===== src/rtl/mc_controller.sv =====
// Control FSM for the multicycle RV32I datapath with a memory-ready wait-state handshake.
// Optional feature: define MC_BNE_EN to accept bne (funct3=001) in BRANCH.
module mc_controller #(
  parameter bit TRAP_ON_ILLEGAL = 1'b1
) (
  input  logic       clk,
  input  logic       reset,
  input  logic [6:0] op,
  input  logic [2:0] funct3,
  input  logic       funct7b5,
  input  logic       Zero,
  input  logic       mem_ready,
  output logic       PCWrite,
  output logic       AdrSrc,
  output logic       MemWrite,
  output logic       IRWrite,
  output logic       RegWrite,
  output logic [1:0] ResultSrc,
  output logic [1:0] ALUSrcA,
  output logic [1:0] ALUSrcB,
  output logic [1:0] ImmSrc,
  output logic [2:0] ALUControl,
  output logic       instr_done,
  output logic       illegal,
  output logic [3:0] state
);

  typedef enum logic [3:0] {
    FETCH    = 4'd0,
    DECODE   = 4'd1,
    MEMADR   = 4'd2,
    MEMREAD  = 4'd3,
    MEMWB    = 4'd4,
    MEMWRITE = 4'd5,
    EXECR    = 4'd6,
    EXECI    = 4'd7,
    ALUWB    = 4'd8,
    BRANCH   = 4'd9,
    JAL      = 4'd10,
    TRAP     = 4'd11
  } state_t;

  localparam logic [6:0] OP_LW  = 7'b0000011;
  localparam logic [6:0] OP_SW  = 7'b0100011;
  localparam logic [6:0] OP_R   = 7'b0110011;
  localparam logic [6:0] OP_I   = 7'b0010011;
  localparam logic [6:0] OP_BR  = 7'b1100011;
  localparam logic [6:0] OP_JAL = 7'b1101111;

  localparam logic [2:0] ALU_ADD = 3'b000;
  localparam logic [2:0] ALU_SUB = 3'b001;
  localparam logic [2:0] ALU_AND = 3'b010;
  localparam logic [2:0] ALU_OR  = 3'b011;
  localparam logic [2:0] ALU_XOR = 3'b100;
  localparam logic [2:0] ALU_SLT = 3'b101;

  localparam logic [1:0] A_PC = 2'b00, A_OLDPC = 2'b01, A_REG = 2'b10;
  localparam logic [1:0] B_REG = 2'b00, B_IMM = 2'b01, B_FOUR = 2'b10;
  localparam logic [1:0] RES_ALUOUT = 2'b00, RES_DATA = 2'b01, RES_ALURESULT = 2'b10;

  // Where an unsupported opcode/funct3 sends the FSM: sticky trap or silent skip.
  localparam state_t ILLEGAL_NEXT = TRAP_ON_ILLEGAL ? TRAP : FETCH;

  state_t     state_q, state_d;
  logic       illegal_q;
  logic [2:0] alu_op;
  logic       alu_ok;
  logic       branch_ok;

  always_comb begin
    // NOTE: every combinational output gets a default first so no path can infer a latch.
    alu_op = ALU_ADD;
    alu_ok = 1'b1;
    case (funct3)
      3'b000:  alu_op = (funct7b5 & op[5]) ? ALU_SUB : ALU_ADD;
      3'b010:  alu_op = ALU_SLT;
      3'b110:  alu_op = ALU_OR;
      3'b111:  alu_op = ALU_AND;
      3'b100:  alu_op = ALU_XOR;
      default: alu_ok = 1'b0;
    endcase
  end

`ifdef MC_BNE_EN
  assign branch_ok = (funct3 == 3'b000) || (funct3 == 3'b001);
`else
  assign branch_ok = (funct3 == 3'b000);
`endif

  always_comb begin
    ImmSrc = 2'b00;
    case (op)
      OP_SW:   ImmSrc = 2'b01;
      OP_BR:   ImmSrc = 2'b10;
      OP_JAL:  ImmSrc = 2'b11;
      default: ImmSrc = 2'b00;
    endcase
  end

  always_comb begin
    state_d    = state_q;
    PCWrite    = 1'b0;
    AdrSrc     = 1'b0;
    MemWrite   = 1'b0;
    IRWrite    = 1'b0;
    RegWrite   = 1'b0;
    ResultSrc  = RES_ALUOUT;
    ALUSrcA    = A_PC;
    ALUSrcB    = B_REG;
    ALUControl = ALU_ADD;
    instr_done = 1'b0;
    case (state_q)
      FETCH: begin
        ALUSrcB   = B_FOUR;
        ResultSrc = RES_ALURESULT;
        IRWrite   = mem_ready;
        PCWrite   = mem_ready;
        if (mem_ready) state_d = DECODE;
      end
      DECODE: begin
        ALUSrcA = A_OLDPC;
        ALUSrcB = B_IMM;
        case (op)
          OP_LW, OP_SW: state_d = MEMADR;
          OP_R:         state_d = EXECR;
          OP_I:         state_d = EXECI;
          OP_BR:        state_d = BRANCH;
          OP_JAL:       state_d = JAL;
          default:      state_d = ILLEGAL_NEXT;
        endcase
      end
      MEMADR: begin
        ALUSrcA = A_REG;
        ALUSrcB = B_IMM;
        state_d = op[5] ? MEMWRITE : MEMREAD;
      end
      MEMREAD: begin
        AdrSrc = 1'b1;
        if (mem_ready) state_d = MEMWB;
      end
      MEMWB: begin
        ResultSrc  = RES_DATA;
        RegWrite   = 1'b1;
        instr_done = 1'b1;
        state_d    = FETCH;
      end
      MEMWRITE: begin
        AdrSrc   = 1'b1;
        MemWrite = 1'b1;
        if (mem_ready) begin
          instr_done = 1'b1;
          state_d    = FETCH;
        end
      end
      EXECR, EXECI: begin
        ALUSrcA    = A_REG;
        ALUSrcB    = (state_q == EXECI) ? B_IMM : B_REG;
        ALUControl = alu_op;
        state_d    = alu_ok ? ALUWB : ILLEGAL_NEXT;
      end
      ALUWB: begin
        RegWrite   = 1'b1;
        instr_done = 1'b1;
        state_d    = FETCH;
      end
      BRANCH: begin
        ALUSrcA    = A_REG;
        ALUControl = ALU_SUB;
        if (branch_ok) begin
          // funct3[0] inverts the sense of Zero, turning beq into bne.
          PCWrite    = Zero ^ funct3[0];
          instr_done = 1'b1;
          state_d    = FETCH;
        end else begin
          state_d = ILLEGAL_NEXT;
        end
      end
      JAL: begin
        ALUSrcA = A_OLDPC;
        ALUSrcB = B_FOUR;
        PCWrite = 1'b1;
        state_d = ALUWB;
      end
      TRAP:    state_d = TRAP;
      default: state_d = FETCH;
    endcase
  end

  always_ff @(posedge clk or negedge reset) begin
    if (!reset) begin
      state_q   <= FETCH;
      illegal_q <= 1'b0;
    end else begin
      // NOTE: sequential state uses non-blocking assignments so all registers update together.
      state_q <= state_d;
      if (state_d == TRAP) illegal_q <= 1'b1;
    end
  end

  assign illegal = illegal_q;
  assign state   = state_q;

endmodule


===== config.mk =====
export PLATFORM = sky130hd
export DESIGN_NAME = mc_controller
export DESIGN_NICKNAME = d
export VERILOG_FILES = /design/src/rtl/mc_controller.sv
export SDC_FILE = /design/constraint.sdc
export NUM_CORES = 1
export LEC_CHECK = 0
export CORE_MARGIN = 2
export CORE_UTILIZATION = 30
export DETAILED_ROUTE_END_ITERATION = 6
export PLACE_DENSITY = 0.66
export SKIP_CTS_REPAIR_TIMING = 1
export SYNTH_ARGS = -nofsm -noshare
export SYNTH_HDL_FRONTEND = slang
export SYNTH_SLANG_ARGS = --single-unit

===== constraint.sdc =====
create_clock -name clk -period 1.8 [get_ports clk]
set_clock_uncertainty 0.05 [all_clocks]
set_input_delay 0.18 -clock clk [delete_from_list [all_inputs] [get_ports clk]]
set_output_delay 0.18 -clock clk [all_outputs]
set_load 0.03 [all_outputs]

# ---- Word-level counts from Yosys, hierarchy flattened
# Index checks and enable logic that the tools add are counted.
# Widths: inputs -> output; s select.
dict set report totals {
  romBits 0
  memories 0
  output_inout_bits 22
  regBits 5
  ramBits 0
  in_bits 15
  elab_cells 63
  latchBits 0
}
dict set report classes {
  n_addsub 0
  n_shift 0
  n_reduce_logical 11
  order_cmp 0
  n_mul 0
  n_mux 26
  eq_ne 22
  div_mod_pow 0
  n_bitwise 2
}
# operator n
set ops {}
lappend ops {{$pmux 4 s9} 1}
lappend ops {{$eq 4x4->1 const B} 5}
lappend ops {{$pmux 4 s5} 1}
lappend ops {{$eq 4x3->1 const B} 4}
lappend ops {{$mux 4} 4}
lappend ops {{$pmux 3 s5} 1}
lappend ops {{$eq 7x6->1 const B} 2}
lappend ops {{$eq 7x7->1 const B} 2}
lappend ops {{$reduce_or 2->1} 7}
lappend ops {{$pmux 2 s3} 2}
lappend ops {{$mux 1} 10}
lappend ops {{$eq 3x3->1 const B} 3}
lappend ops {{$eq 4x2->1 const B} 2}
lappend ops {{$pmux 2 s2} 2}
lappend ops {{$eq 7x2->1 const B} 1}
lappend ops {{$eq 7x5->1 const B} 1}
lappend ops {{$pmux 1 s3} 2}
lappend ops {{$pmux 3 s2} 1}
lappend ops {{$reduce_or 5->1} 1}
lappend ops {{$eq 4x1->1 const B} 1}
lappend ops {{$logic_not 4->1} 1}
lappend ops {{$reduce_or 4->1} 1}
lappend ops {{$eq 3x2->1 const B} 1}
lappend ops {{$logic_not 3->1} 1}
lappend ops {{other kinds (4)} 4}

# ---- Depth between registers and ports, before layout
dict set report depth {
  depth_word 6
  depth_mapped 5
}

# ---- Worst setup path before layout
# OpenSTA, ideal clock, no wires.
dict set report synth_timing {
  path_type {reg-to-output}
  startpoint {register state_q[3] (netlist: state[3])}
  endpoint {output IRWrite}
  t_arrival_ns 2.267
  path_buffers 2
  path_stages_with_launch 5
  required_ns 1.570
  path_slack_ns -0.697
  path_cell_list {dfrtp_1 > buf_2 > buf_1 > nor4_1 > and2_1}
}
dict set report synth_via {
  elab_chain_len 2
}
# element line_no
set synth_rtl {}
lappend synth_rtl {{start: declaration} 64} ;# state_t state_q, state_d;
lappend synth_rtl {{start signal: assignment} 195} ;# state_q <= state_d;
lappend synth_rtl {{$logic_not 4->1} 112} ;# case (state_q)
lappend synth_rtl {{$mux 1} 112}
lappend synth_rtl {{end: declaration} 16} ;# output logic IRWrite,
# No other way between the ends.

# ---- Worst setup path in the final report
dict set report layout_timing {
  startpoint {input funct3[0]}
  endpoint {output instr_done}
}
dict set report layout_via {
  elab_chain_len 3
}
# element line_no
set layout_rtl {}
lappend layout_rtl {{start: declaration} 9} ;# input logic [2:0] funct3,
lappend layout_rtl {{$logic_not 3->1} 87} ;# assign branch_ok = (funct3 == 3'b000);
lappend layout_rtl {{$mux 1} 169} ;# if (branch_ok) begin
lappend layout_rtl {{$pmux 1 s3} 112}
lappend layout_rtl {{end: declaration} 23} ;# output logic instr_done,
# No other way between the ends.

==> summary.txt <==
Floorplan
  • Die height: 49.9 um
  • Initial Util: a little under a third
  • Ports: 37
  • Number of cell rows: 16
  • Placeable Area: 1980 um2
  • Die area: 2490 um2
  • Die Wd: roughly 50 um

Yosys
  • Largest family of logic cells by synthesized area: simple AND/OR/NAND/NOR gates
  • Syn Nets: 104
  • Post-synth cell types: 37
  • Largest cells by area after synthesis: dfrtp_1 20%, nand3_1 4.7%, nand2_1 4.7%, nor2_1 4.2%, xnor2_1 4.2%
  • Top_reg_cell synth: dfrtp_1
  • Most frequent cells after synthesis: 8 x nand2_1, 7 x nor2_1, 6 x nand3_1
  • Gate Count Post-Synth: slightly below 90
  • Post-synthesis mux area share: 3.16%
  • Number of synthesized flops with an enable pin: 0
  • Syn Area/Cell: 7.11 um2
  • Mapped Area: about 630 um2
  • Post-synthesis compound-gate area fraction: 21.1%
  • YS warnings: 0
  • Yosys reg bits: 5
  • Simple-gate portion of the synthesized area: approximately 42%
  • Post-synthesis adder-cell area fraction: 0%
  • Yosys top cell area share: 19.8%
  • Top-count cell post-synth: nand2_1
  • Yosys top cell by area: dfrtp_1
  • Asr flop ratio synth: 100%
  • Post-synthesis sequential area ratio: 19.8%
  • Post-Synth XOR/XNOR Area: 6.92%

Routing
  • Antenna Violating Nets Remaining: 0
  • DRC viols: 0
  • 1st-iter DRT viols: 7
  • Final WL: between 2000 and 2500 um
  • Drt pass-1 iters: 4
  • Vias/cell: 5.05
  • Wire length per cell after detailed routing: 12.6 um
  • Via count: around 840

Critical path
  • Worst reg2reg startpoint: state[1]
  • Worst path slowest cell: clkdlybuf4s50_1
  • CP arrival: 1.52 ns
  • Worst setup path start: funct3[0]
  • Max FO, Critical Path: 2
  • Worst Setup Start Kind: input port
  • CP required: 1.57 ns
  • CP max stage delay: 0.44 ns
  • CP bufs+invs: 2
  • Critical path cell sequence: clkdlybuf4s50_1, or3_4, nand2_1, o21ai_1, a211oi_2, buf_4
  • Worst R2R Setup Slack: around 0.14 ns
  • CP Capture Type: primary output
  • Type of the worst setup path: input port to primary output
  • Crit-path leading delay family: buffers and inverters

Placement
  • Port Buffer Count: 36
  • DPL Wire Length: roughly 1500 um
  • RD Place Congestion: 0.730

STA
  • Peak Freq: 572 MHz
  • Worst-margin pin slew: 0.367 ns
  • Final Hold Violating Endpoints: 0
  • Final setup fails: 0
  • Slew Viols, Final: 0
  • Worst Hold Slack: 0.0939 ns
  • Period minus WS final: 1.75 ns
  • Worst relative slew slack: 75.3%
  • Final cycle utilization of the critical path: 97.1%

Global routing
  • Aggregate global-route resource usage: approximately 17%
  • Remaining global-route overflow: 0
  • Vias in the first global route: 780
  • Largest net degree at the start of global routing: 16
  • Initial antenna violation count: 0
  • First-pass GRT wire length: 3350 um

Power
  • Maximum vdd drop: 0.00103 V
  • Clock Power Share: between 5 and 6%
  • Power consumption: 2.24 mW
  • P_int: 1.08 mW
  • Sw power: 1.16 mW
  • Sequential Power Share: between 10% and 20%
  • Logic pwr share: a little over 80%
  • Switching Share: 51.7%
  • Pwr/cell area: 1810 nW/um2
  • Pleak: 0.543 nW

CTS
  • Clock Tree Buf Depth: 2
  • Clock tree root driver cell: clkbuf_4
  • Clk_lat worst skew: about 0.25 ns
  • CTS H-tree depth: 1
  • CTS tree: built
  • CTS buffer count: 3
  • Clk slew on worst S/H paths: approximately 0.04 ns
  • Clk sink count: 5

Job
  • Max-cap viol count: 0

Final layout
  • Layout cells sized above 1: 42.9%
  • Ant diodes: 0
  • Layout area overhead: 95.1%
  • Nets: 156

Status
  • Status: complete, no violations

Hold path
  • Hold WC Path Type: input port to async pin
-- registers in the layout, summed over array words and instances, names as in the netlist --
name	flops
illegal	1
state	4
-- power groups by stage --
stage	combinational, mW	clock, mW	sequential (mW)
2_1_floorplan	1.08	0	0.292
3_3_place_gp	1.67	0	0.270
3_5_place_dp	1.68	0	0.271
4_1_cts	1.69	0.140	0.268
5_1_grt	2.00	0.146	0.261
6_report	1.85	0.132	0.251
-- through the flow --
stage	TNS [ns]	utilization (%)	instances	worst slack (ns)	instance area, um2
after floorplan	-0.567	-	89	-0.146	699
after global placement	-0.263	56.7	158	-0.0921	1120
after detailed placement	-0.342	56.7	158	-0.128	1120
after CTS	-0.317	58.0	162	-0.129	1150
after global routing	-0.0261	62.3	167	-0.0151	1230
final	0	62.3	167	0.0530	1230
-- kinds of logic (layout without fill, tap and decap cells) --
| family | count (synthesis) | after routing |
|---|---|---|
| and+or+nand+nor | 47 | 47 |
| muxes | 2 | 2 |
| buffers and inverters | 10 | 61 |
| DFF | 5 | 5 |
| xor gates and xnor gates | 5 | 5 |
| AOI/OAI and AO/OA | 20 | 20 |
-- final timing paths --
check | endpoint | cells after the start
worst min register to register | illegal | 1
worst max register to register | illegal | 5
min in group clk | state[3] | 4
worst min-delay path | state[3] | 1
worst max-delay path | instr_done | 6
max in group asynchronous | state[1] | 1
-- final cells by class --
type,count,area [um2]
clock buffers,4,26.3
fillers,168,747
repair buffers,53,473
well taps,27,33.8
inverters,4,15.0
flip-flops and latches,5,129
multi-input cells,74,558
-- per-layer routing --
metal	GRT usage (%)	wire (um)	vias up
met5	0	0	-
met4	5.56	13	0
met3	2.12	86	2
met2	29.8	1100	30
met1	21.2	900	380
li1	-	-	431
-- cells in the final DEF, fill, tap and decap left out, drive strengths merged, types with 3 or more instances in the layout --
master	instances
a21oi	3
buf	34
clkbuf	4
clkdlybuf4s50	16
dfrtp	5
dlymetal6s2s	3
inv	4
nand2	8
nand3	6
nor2	7
nor2b	3
nor3	5
nor3b	3
o21ai	5
or2	3
or3	3
xnor2	3
No activity file was read; power rests on OpenSTA's default activity.
